--- config.mk ---
export PLATFORM = sky130hd
export DESIGN_NAME = irrigation_timer_controller
export DESIGN_NICKNAME = d
export VERILOG_FILES = /design/src/rtl/irrigation_timer_controller.sv
export SDC_FILE = /design/constraint.sdc
export NUM_CORES = 1
export LEC_CHECK = 0
export ABC_AREA = 1
export BUFFER_PORTS_ARGS = -buffer_cell sky130_fd_sc_hd__clkbuf_2
export CAP_MARGIN = 20
export CORE_MARGIN = 10
export CORE_UTILIZATION = 53
export DETAILED_ROUTE_END_ITERATION = 6
export GPL_TIMING_DRIVEN = 0
export PLACE_DENSITY_LB_ADDON = 0.1
export SYNTH_ARGS = -nofsm -noshare
export SYNTH_HDL_FRONTEND = slang
export SYNTH_SLANG_ARGS = --single-unit
--- constraint.sdc ---
create_clock -name clock -period 1.6 [get_ports clock]
set_input_delay 0.08 -clock clock [delete_from_list [all_inputs] [get_ports clock]]
set_output_delay 0.08 -clock clock [all_outputs]
set_load 0.01 [all_outputs]
--- src/rtl/irrigation_timer_controller.sv ---
// irrigation_timer_controller
//   Timed valve controller. A start request loads the preset for the selected
//   mode (drip or sprinkler) as MM:00 in BCD. The counter then counts down once
//   per second_tick while the valve is open. On reaching 00:00 the block parks
//   in DONE until irrigation_on drops. Any sensor conflict forces FAULT, which
//   is left only once the conflict has cleared and irrigation_on is low.
//
// Ports
//   clock              system clock, rising edge
//   reset              synchronous, active-high
//   second_tick        one-cycle pulse per second
//   irrigation_on      level, irrigation requested
//   irrigation_mode    level, 0 = drip, 1 = sprinkler
//   stop_button_n      level, active-low operator stop
//   conflicting_values level, sensor inconsistency
//   minutes_d/_u       BCD minutes tens/units
//   seconds_d/_u       BCD seconds tens/units
//   valve_open         high exactly while RUNNING
//   done               one-cycle pulse on the first cycle in DONE
//   state              IDLE=00 RUNNING=01 DONE=10 FAULT=11
module irrigation_timer_controller #(
  parameter int DRIP_MINUTES      = 30,
  parameter int SPRINKLER_MINUTES = 15
) (
  input  logic       clock,
  input  logic       reset,
  input  logic       second_tick,
  input  logic       irrigation_on,
  input  logic       irrigation_mode,
  input  logic       stop_button_n,
  input  logic       conflicting_values,
  output logic [1:0] minutes_d,
  output logic [3:0] minutes_u,
  output logic [2:0] seconds_d,
  output logic [3:0] seconds_u,
  output logic       valve_open,
  output logic       done,
  output logic [1:0] state
);

  typedef enum logic [1:0] {
    S_IDLE    = 2'b00,
    S_RUNNING = 2'b01,
    S_DONE    = 2'b10,
    S_FAULT   = 2'b11
  } state_t;

  // Presets split into BCD digits at elaboration time (legal range 1..39).
  localparam logic [1:0] DRIP_MD = 2'(DRIP_MINUTES / 10);
  localparam logic [3:0] DRIP_MU = 4'(DRIP_MINUTES % 10);
  localparam logic [1:0] SPR_MD  = 2'(SPRINKLER_MINUTES / 10);
  localparam logic [3:0] SPR_MU  = 4'(SPRINKLER_MINUTES % 10);

  state_t     st_q, st_d;
  logic [1:0] md_q, md_d;
  logic [3:0] mu_q, mu_d;
  logic [2:0] sd_q, sd_d;
  logic [3:0] su_q, su_d;
  logic       valve_q, valve_d;
  logic       done_q, done_d;
  logic       mode_q;

  logic [1:0] preset_md;
  logic [3:0] preset_mu;
  logic       mode_change;
  logic       at_one;
  logic       at_zero;

  assign preset_md   = irrigation_mode ? SPR_MD : DRIP_MD;
  assign preset_mu   = irrigation_mode ? SPR_MU : DRIP_MU;
  assign mode_change = irrigation_mode != mode_q;
  assign at_zero     = (md_q == 2'd0) && (mu_q == 4'd0) && (sd_q == 3'd0) && (su_q == 4'd0);
  assign at_one      = (md_q == 2'd0) && (mu_q == 4'd0) && (sd_q == 3'd0) && (su_q == 4'd1);

  always_comb begin
    st_d   = st_q;
    md_d   = md_q;
    mu_d   = mu_q;
    sd_d   = sd_q;
    su_d   = su_q;
    done_d = 1'b0;

    unique case (st_q)
      S_IDLE: begin
        // Counter already sits at 00:00 here; ticks are ignored.
        if (conflicting_values) begin
          st_d = S_FAULT;
          {md_d, mu_d, sd_d, su_d} = '0;
        end else if (irrigation_on && stop_button_n) begin
          // Load on the start edge; a tick on this same edge is dropped.
          st_d = S_RUNNING;
          md_d = preset_md;
          mu_d = preset_mu;
          sd_d = 3'd0;
          su_d = 4'd0;
        end
      end

      S_RUNNING: begin
        if (conflicting_values) begin
          st_d = S_FAULT;
          {md_d, mu_d, sd_d, su_d} = '0;
        end else if (!stop_button_n || !irrigation_on) begin
          st_d = S_IDLE;
          {md_d, mu_d, sd_d, su_d} = '0;
        end else if (mode_change) begin
          // Reload wins over a coincident tick.
          md_d = preset_md;
          mu_d = preset_mu;
          sd_d = 3'd0;
          su_d = 4'd0;
        end else if (second_tick) begin
          if (at_one) begin
            st_d   = S_DONE;
            done_d = 1'b1;
            {md_d, mu_d, sd_d, su_d} = '0;
          end else if (!at_zero) begin
            // BCD borrow chain, seconds units up through minutes tens.
            if (su_q != 4'd0) begin
              su_d = su_q - 4'd1;
            end else begin
              su_d = 4'd9;
              if (sd_q != 3'd0) begin
                sd_d = sd_q - 3'd1;
              end else begin
                sd_d = 3'd5;
                if (mu_q != 4'd0) begin
                  mu_d = mu_q - 4'd1;
                end else begin
                  mu_d = 4'd9;
                  md_d = md_q - 2'd1;
                end
              end
            end
          end
        end
      end

      S_DONE: begin
        {md_d, mu_d, sd_d, su_d} = '0;
        if (conflicting_values)  st_d = S_FAULT;
        else if (!irrigation_on) st_d = S_IDLE;
      end

      S_FAULT: begin
        {md_d, mu_d, sd_d, su_d} = '0;
        if (!conflicting_values && !irrigation_on) st_d = S_IDLE;
      end

      default: begin
        st_d = S_IDLE;
        {md_d, mu_d, sd_d, su_d} = '0;
      end
    endcase

    valve_d = (st_d == S_RUNNING);
  end

  always_ff @(posedge clock) begin
    if (reset) begin
      st_q    <= S_IDLE;
      md_q    <= '0;
      mu_q    <= '0;
      sd_q    <= '0;
      su_q    <= '0;
      valve_q <= 1'b0;
      done_q  <= 1'b0;
      mode_q  <= 1'b0;
    end else begin
      st_q    <= st_d;
      md_q    <= md_d;
      mu_q    <= mu_d;
      sd_q    <= sd_d;
      su_q    <= su_d;
      valve_q <= valve_d;
      done_q  <= done_d;
      mode_q  <= irrigation_mode;
    end
  end

  assign minutes_d  = md_q;
  assign minutes_u  = mu_q;
  assign seconds_d  = sd_q;
  assign seconds_u  = su_q;
  assign valve_open = valve_q;
  assign done       = done_q;
  assign state      = st_q;

endmodule

==> results.yml, run 1 <==
route:
  drc: 0
  vias: 1264
  wl_per_cell_um: 12.6
  dr.pass1.iters: 4
  ant_nets: 0
  avgViaCountPerCell: 5.16
  finalWirelength_mm: 3.08
  drt_iter0_markers: 57
clock_network:
  max-clock-path-buffers: 2
  cts_tree: "yes"
  cts_made_buffers: 3
  insertion_delay_ps: 300
  ctsHoldBuffers: 0
  clock_sinks: 18
  htreeDepth: 1
  path_clk_slew_ps: 100
  cts_root_buffer: "clkbuf_4"
final_layout:
  area.growth.synth_to_final_pct: 33.6
  fin_util: 0.731
  fillers: 191
  drive_above_1_share: 0.438
  multiInputGateArea_sq_um: 837
  finalNonFillerCells: 245
  ff_latch_area_sq_um: 373
  n_antenna_cell: 0
  nets: 230
logic_synthesis:
  yosys.cell_types.count: 24
  synth_top_area_frac: 0.304
  yosys-top-cells-area: "dfxtp_1 30%, nand2_1 14%, nor2_1 7.6%"
  synth_area_leader_cell: "dfxtp_1"
  yosysSeqAreaShare: 0.304
  ys_ff_latch: 18
  syn-num-nets: 192
  synth_async_sr_flop_share: 0
  synth-edff-count: 0
  yosysMostFrequentCell: "nand2_1"
  synthFlopType: "dfxtp_1"
  ys_top_cells_by_count: "43 x nand2_1, 24 x nor2_1, 20 x inv_1"
  netlist_instances: 181
  synth_area_per_cell_sq_um: 6.55
  yosys_warnings: 0
  netlist_area_sq_um: 1190
timing:
  period_share: 0.950
  slew_headroom: 0.680
  setup_viol: 0
  layout_min_cycle_time_ps: 1520
  tightest_slew_ps: 480
  rsz0062_at_grt: "yes"
  hold_violations: 0
  final_max_slew_viol_count: 0
  fin_worst_skew_ps: 0.756
  maxClockFrequency_mhz: 658
placed_design:
  place_congestion: 0.798
  dp_cells: 231
  hpwl_mm: 2.16
  port_buffers: 22
floorplanning:
  rows: 17
  die_w_um: 67.3
  io_pins: 24
  die_h_um: 67.3
  core-area_sq_um: 2170
  die_area_sq_um: 4530
  start_util: 0.547
pwr:
  powerDensity_nw_per_um2: 708
  vdd_drop_max_uv: 624
  leakage_nw: 0.724
setup_path:
  crit_type: "reg2reg"
  worstPathRequired_ps: 1800
  rr_endpoint: "minutes_d[1]"
  end_kind: "register"
  r2r_cells: 11
  critPathLaunchType: "register"
  ff2ff_setup_slack_ps: 80
  crit_arrival_ps: 1720
  crit_path_max_fanout: 5
  r2r-start: "seconds_u[1]"
worst_hold_path:
  hold_path_depth: 3
  hold_class: "in2reg"
  min_from: "irrigation_mode"
  hold_end: "mode_q"
global_route:
  grt_pass1_wl_mm: 4.89
  met2_usage: 0.223
  grtUsageMet1: 0.157
  track_usage: 0.134
  grt_pass1_vias: 1122
  grt_overflow: 0
  met3_usage: 0.0364
  gr-max-usage-layer: "met2"
  grt_max_degree: 11
  antenna_found_initial: 0
job:
  maxCapViolCount: 0
status:
  status: "complete, no violations"
-- through the flow --
step	power, W	hold slack, ps	area, sq um	setup TNS (ps)	worst slack (ps)
2_1_floorplan	0.000727	197	1190	0	93.4
3_3_place_gp	0.000797	336	1330	-32.2	-23.1
3_5_place_dp	0.000804	337	1330	-275	-61.0
4_1_cts	0.00104	20.0	1370	0	2.91
5_1_grt	0.00120	21.8	1590	-245	-50.2
6_report	0.00112	17.6	1590	0	80.6
-- state kept, by name (all words and copies together) (netlist names) --
register and count:
seconds_d 3, seconds_u 4, done 1, minutes_d 2, state 2, minutes_u 4
mode_q 1, valve_open 1
-- placed cells by master (no fill, tap or decap) --
cell type / instances
nand2_1: 40
clkbuf_2: 22
nor2_1: 21
inv_1: 14
a21oi_1: 11
dfxtp_1: 10
buf_4: 10
inv_2: 9
nand2_2: 9
nand3_1: 7
dfxtp_2: 7
o21ai_0: 6
inv_4: 5
nor2_4: 5
nand3_2: 5
nor2_2: 5
o21ai_1: 5
ha_4: 4
a21oi_2: 3
clkbuf_4: 3
nand3_4: 2
nand2_4: 2
nor3_1: 2
nand4_1: 2
nor3b_4: 1
clkbuf_1: 1
nand2_8: 1
a311oi_1: 1
nor4_1: 1
xnor2_1: 1
dfxtp_4: 1
buf_6: 1
-- per-layer routing --
metal	routed length, um	up-vias	part of all wire
met4	71	0	0.023
met1	1310	577	0.42
met3	181	7	0.059
met5	0	-	0
li1	-	651	-
met2	1520	29	0.49
-- worst max path at each step --
stage,startpoint,endpoint,depth (start not counted)
floorplan,seconds_u[0],minutes_u[1],12
global placement,minutes_u[0],seconds_u[0],9
detailed placement,minutes_u[0],seconds_u[0],9
CTS,seconds_u[0],minutes_u[1],12
global route,seconds_u[1],minutes_d[1],8
finish,seconds_u[1],minutes_d[1],11
-- report_power, final --
part           internal, W  switching (W)  leakage (nW)
clock            0.0000878       0.000146        0.0138
sequential        0.000477      0.0000303         0.150
combinational     0.000151       0.000230         0.559
-- cell families after synthesis --
kind of cell / count (synthesis) / synth area share
AOI/OAI and AO/OA: 26 / 0.113
xor gates and xnor gates: 1 / 0.00739
adders and majority gates: 4 / 0.0422
buffers and inverters: 29 / 0.0939
DFF: 18 / 0.304
and+or+nand+nor: 103 / 0.440
-- timing repair --
action | in CTS | in global routing
gates resized for setup | 3 | 46
setup buffers | 1 | 10
setup endpoints to repair | 12 | 14
pin swaps | 3 | 15
-- critical path, cell delays in order, from the launching register on --
cell     delay (ps)
dfxtp_2         350
inv_4            80
ha_4            120
nor3b_4         240
nand2_4         120
buf_6           140
nand2_1          50
nand2_1          40
nand2_1          40
o21ai_0          80
nor2_1          110
nor2_1           50
-- layout make-up --
class,count,area share
Sequential cell,18,0.235
Timing Repair Buffer,33,0.124
Clock buffer,3,0.0142
Buffer,1,0.00237
Inverter,28,0.0742
Tap cell,28,0.0221
Multi-Input combinational cell,134,0.528
Power figures use the tool's default switching activity.
==> run 2: changes to the inputs <==
--- a/config.mk
+++ b/config.mk
@@ -8,8 +8,9 @@
 export ABC_AREA = 1
 export BUFFER_PORTS_ARGS = -buffer_cell sky130_fd_sc_hd__clkbuf_2
 export CAP_MARGIN = 20
-export CORE_MARGIN = 10
+export CORE_MARGIN = 4
 export CORE_UTILIZATION = 53
+export CTS_BUF_LIST = sky130_fd_sc_hd__clkbuf_4
 export DETAILED_ROUTE_END_ITERATION = 6
 export GPL_TIMING_DRIVEN = 0
 export PLACE_DENSITY_LB_ADDON = 0.1
==> run 2 against run 1 <==
Against the previous run:
- sequential share of layout area grew 0.97 points
- critical path depth is the same
- non-clock buffer count shrank 1
- critical endpoint unchanged
- highest routed layer unchanged
==> results.yml, run 2 (same netlist as run 1, synthesis figures left out) <==
placed_design:
  place_congestion: 0.854
  placed_area_sq_um: 1330
  dp_cells: 230
  hpwl_mm: 2.11
  port_buffers: 22
  dp_slack_ps: -58.9
pwr:
  total_power_w: 0.00111
  switching_share: 0.363
  leakage_nw: 0.709
  powerDensity_nw_per_um2: 726
  clock_power_share: 0.221
  vdd_drop_max_uv: 660
  pwr-share-comb: 0.328
  p_sw_w: 0.000402
  pwr-share-seq: 0.451
  p_int_w: 0.000707
floorplanning:
  core-area_sq_um: 2040
  rows: 16
  die_h_um: 55.3
  die_w_um: 55.3
  io_pins: 24
  start_util: 0.581
  die_area_sq_um: 3060
final_layout:
  drive_above_1_share: 0.392
  n_antenna_cell: 0
  layout_commonest_cell: "nand2_1"
  fillers: 185
  final_area_sq_um: 1530
  final_cell_mix: "43 x nand2_1, 22 x nor2_1, 22 x clkbuf_2"
  area.growth.synth_to_final_pct: 28.8
  nets: 229
  finalNonFillerCells: 244
timing:
  fin_worst_skew_ps: 2.18
  period_share: 0.969
  slew_headroom: 0.670
  layout_min_cycle_time_ps: 1550
  tightest_slew_ps: 495
  final_max_slew_viol_count: 0
  hold_violations: 0
  setup_viol: 0
  fin_ws_ps: 49.8
  maxClockFrequency_mhz: 645
  rsz0062_at_grt: "yes"
clock_network:
  htreeDepth: 1
  insertion_delay_ps: 300
  cts_made_buffers: 3
  clock_sinks: 18
  max-clock-path-buffers: 2
  cts_tree: "yes"
  path_clk_slew_ps: 110
  cts_root_buffer: "clkbuf_4"
route:
  vias: 1251
  finalWirelength_mm: 2.93
  wl_per_cell_um: 12.0
  drt_iter0_markers: 39
  dr.pass1.iters: 4
  drc: 0
  avgViaCountPerCell: 5.13
  ant_nets: 0
global_route:
  grt_pass1_wl_mm: 4.62
  grt_max_degree: 11
  grt_overflow: 0
  grt_pass1_vias: 1109
  track_usage: 0.182
  antenna_found_initial: 0
setup_path:
  crit_path_max_fanout: 5
  crit_arrival_ps: 1760
  worstPathRequired_ps: 1810
  end_kind: "register"
  crit_type: "reg2reg"
  critPathLaunchType: "register"
  r2r_cells: 11
  r2r-start: "seconds_u[1]"
  rr_endpoint: "minutes_d[1]"
  ff2ff_setup_slack_ps: 50
worst_hold_path:
  hold_end: "mode_q"
  min_from: "irrigation_mode"
  hold_class: "in2reg"
  hold_path_depth: 3
job:
  maxCapViolCount: 0
status:
  status: "complete, no violations"
[run 2: cell types whose count changed in the layout (fill, tap and decap cells not counted), moves of 2 or more]
cell and change:
a21oi_1 +3, nand2_1 +3, o21ai_0 +4, o21ai_1 -4, inv_4 -2, nand2_2 -3, a21oi_2 -3, dfxtp_2 -2
[run 2: timing repair]
action,in CTS,in global routing
pin swaps,4,13
endpoints found under the setup margin,13,14
hold buffers,0,0
buffers inserted,1,9
resized for setup,6,27
[run 2: power by group through the flow]
stage	Clock [W]	Combinational [W]	Sequential, W
CTS	0.000248	0.000320	0.000499
finish	0.000245	0.000364	0.000500
floorplan	0	0.000209	0.000518
global route	0.000283	0.000402	0.000505
global placement	0	0.000288	0.000507
detailed placement	0	0.000297	0.000508
[run 2: per-layer routing]
metal	part of all wire	track usage	vias to the layer above
met2	0.48	0.321	57
met5	0	0	-
met1	0.41	0.219	533
met4	0.033	0.0625	0
li1	-	-	649
met3	0.073	0.0326	12
[run 2: worst max path at each step]
stage / start / end / slack [ps] / depth (start not counted)
global placement: minutes_u[0] / seconds_u[0] / -30 / 9
finish: seconds_u[1] / minutes_d[1] / 50 / 11
global route: minutes_u[0] / minutes_d[0] / -60 / 10
floorplan: seconds_u[0] / minutes_u[1] / 90 / 12
detailed placement: minutes_u[0] / seconds_u[0] / -60 / 9
CTS: minutes_u[0] / minutes_u[3] / 20 / 13
[run 2: critical path, stage by stage (launching register included)]
cell and delay, ps:
dfxtp_4 380, inv_6 70, ha_4 130, nor3b_4 240, nand2_4 120, buf_4 160, nand2_1 50, nand2_1 50
nand2_1 50, o21ai_0 70, nor2_1 90, nor2_1 50
[run 2: cell type report]
class                   instances  area, sq um  area share
multi-input cells             134          787       0.515
plain buffers                   1         3.75     0.00246
flip-flops and latches         18          374       0.245
well taps                      27         33.8      0.0221
clock inverters                 1         3.75     0.00246
repair buffers                 32          185       0.121
clock buffers                   3         22.5      0.0147
inverters                      28          118      0.0770
[run 2: stage by stage]
stage,setup TNS (ps),hold slack [ps],util
6_report,0,12.1,0.748
5_1_grt,-233,8.94,0.748
3_3_place_gp,-55.0,336,0.651
3_5_place_dp,-382,339,0.651
2_1_floorplan,0,197,-
4_1_cts,0,11.7,0.677
==> run 3: changes to the inputs <==
--- a/config.mk
+++ b/config.mk
@@ -9,11 +9,12 @@
 export BUFFER_PORTS_ARGS = -buffer_cell sky130_fd_sc_hd__clkbuf_2
 export CAP_MARGIN = 20
 export CORE_MARGIN = 4
-export CORE_UTILIZATION = 53
+export CORE_UTILIZATION = 30
 export CTS_BUF_LIST = sky130_fd_sc_hd__clkbuf_4
 export DETAILED_ROUTE_END_ITERATION = 6
 export GPL_TIMING_DRIVEN = 0
 export PLACE_DENSITY_LB_ADDON = 0.1
+export SETUP_SLACK_MARGIN = 0.05
 export SYNTH_ARGS = -nofsm -noshare
 export SYNTH_HDL_FRONTEND = slang
 export SYNTH_SLANG_ARGS = --single-unit
==> run 3 against run 2 <==
Against the previous run:
- wire length down 1.4%
- count of clock-buffer cells in the layout did not move
- flip-flop and latch count unchanged
- largest power group unchanged
- critical path depth shrank 2
- combinational power barely moved
- critical endpoint is now minutes_u[0]
- cell count up 7.8%
- register-to-register slack better by 70 ps
- die area up 64%
- first-iteration DRC count shrank 13%
- clock power about the same
- critical path type unchanged
==> results.yml, run 3 (same netlist as run 1, synthesis figures left out) <==
clock_network:
  clock_sinks: 18
  path_clk_slew_ps: 110
  cts_made_buffers: 3
  max-clock-path-buffers: 2
  ctsHoldBuffers: 0
  htreeDepth: 1
  cts_root_buffer: "clkbuf_4"
  cts_tree: "yes"
  insertion_delay_ps: 300
route:
  drc: 0
  ant_nets: 0
  vias: 1201
  dr.pass1.iters: 3
  avgViaCountPerCell: 4.57
  finalWirelength_mm: 2.89
  wl_per_cell_um: 11.0
  drt_iter0_markers: 34
floorplanning:
  die_h_um: 70.9
  rows: 22
  core-area_sq_um: 3740
  start_util: 0.317
  die_w_um: 70.9
  io_pins: 24
  die_area_sq_um: 5020
setup_path:
  ff2ff_setup_slack_ps: 120
  worstPathRequired_ps: 1810
  critPathLaunchType: "register"
  setup.worst_path.end: "minutes_u[0]"
  r2r_cells: 9
  crit_path_max_fanout: 7
  end_kind: "register"
  rr_endpoint: "minutes_u[0]"
  startpoint: "seconds_u[1]"
  crit_type: "reg2reg"
  crit_arrival_ps: 1680
  r2r-start: "seconds_u[1]"
pwr:
  pwr-share-comb: 0.329
  clock_power_share: 0.218
  vdd_drop_max_uv: 299
  switching_share: 0.359
  pwr-share-seq: 0.453
  p_sw_w: 0.000400
  powerDensity_nw_per_um2: 717
  p_int_w: 0.000714
  leakage_nw: 0.703
global_route:
  grt_max_degree: 11
  grt_overflow: 0
  track_usage: 0.121
  grt_pass1_wl_mm: 4.97
  antenna_found_initial: 0
  grt_pass1_vias: 1113
status:
  status: "complete, no violations"
timing:
  setup_viol: 0
  fin_worst_skew_ps: 8.11
  maxClockFrequency_mhz: 677
  slew_headroom: 0.661
  fin_ws_ps: 124
  hold_violations: 0
  period_share: 0.923
  rsz0062_at_grt: "yes"
  final_max_slew_viol_count: 0
  tightest_slew_ps: 508
  layout_min_cycle_time_ps: 1480
final_layout:
  layout_commonest_cell: "nand2_1"
  drive_above_1_share: 0.405
  final_area_sq_um: 1550
  nets: 227
  finalNonFillerCells: 263
  final_cell_mix: "41 x nand2_1, 22 x nor2_1, 22 x clkbuf_2"
  area.growth.synth_to_final_pct: 31.0
  n_antenna_cell: 0
  fillers: 426
placed_design:
  dp_cells: 251
  port_buffers: 22
  place_congestion: 0.788
  dp_slack_ps: -43.5
  hpwl_mm: 2.23
  placed_area_sq_um: 1360
job:
  maxCapViolCount: 0
worst_hold_path:
  hold_class: "in2reg"
==> run 3: changes by cell type in the layout (fill, tap and decap cells not counted), sizes merged <==
cell	previous run	this run
buf	10	8
==> run 3: per-stage QoR <==
step | total power, W | setup TNS [ps] | util | hold slack (ps)
after global placement | 0.000806 | -259 | 0.362 | 339
after floorplan | 0.000727 | 0 | - | 197
after global routing | 0.00121 | -2.44 | 0.415 | 17.4
final | 0.00111 | 0 | 0.415 | 20.4
after CTS | 0.00111 | 0 | 0.388 | 1.91
after detailed placement | 0.000809 | -282 | 0.362 | 348
==> run 3: layout make-up <==
cell class | count | area, sq um | share of cell area
inverter | 28 | 110 | 0.0709
clock inverter | 1 | 3.75 | 0.00242
multi-input combinational | 134 | 807 | 0.519
clock buffer | 3 | 22.5 | 0.0145
timing repair buffer | 30 | 170 | 0.110
tap | 48 | 60.1 | 0.0386
sequential | 18 | 377 | 0.242
buffer | 1 | 3.75 | 0.00242
==> run 3: worst max-delay path: stages (launching register included) <==
cell     delay [ps]
dfxtp_2         350
inv_4            80
ha_4            120
nor3b_4         220
nand2_4         120
buf_4           150
a21oi_1         100
o21ai_0          80
nor2_1          110
nor2_1           50
==> run 3: power by group through the flow <==
stage          Combinational (W)  Sequential, W  Clock [W]
2_1_floorplan           0.000209       0.000518          0
3_3_place_gp            0.000298       0.000508          0
3_5_place_dp            0.000299       0.000509          0
4_1_cts                 0.000337       0.000503   0.000266
5_1_grt                 0.000416       0.000509   0.000282
6_report                0.000367       0.000504   0.000242
==> run 3: repair_timing <==
item	CTS	global route
hold endpoints to repair	0	0
setup endpoints to repair	13	14
gates resized for setup	17	19
pin swaps	5	13
setup buffers	3	5
==> run 3: how the worst min path moves through the flow <==
stage / slack [ps] / depth (start not counted) / start / end
final: 20 / 3 / irrigation_mode / mode_q
after floorplan: 200 / 2 / irrigation_mode / mode_q
after detailed placement: 350 / 3 / irrigation_mode / mode_q
after global placement: 340 / 3 / irrigation_mode / mode_q
after CTS: 2 / 3 / irrigation_mode / mode_q
after global routing: 20 / 3 / irrigation_mode / mode_q
==> run 3: layer usage <==
layer	up-vias	GRT usage	wire [um]
met5	-	0	0
li1	643	-	-
met2	16	0.191	1330
met1	538	0.167	1450
met3	4	0.0185	75
met4	0	0.0418	35
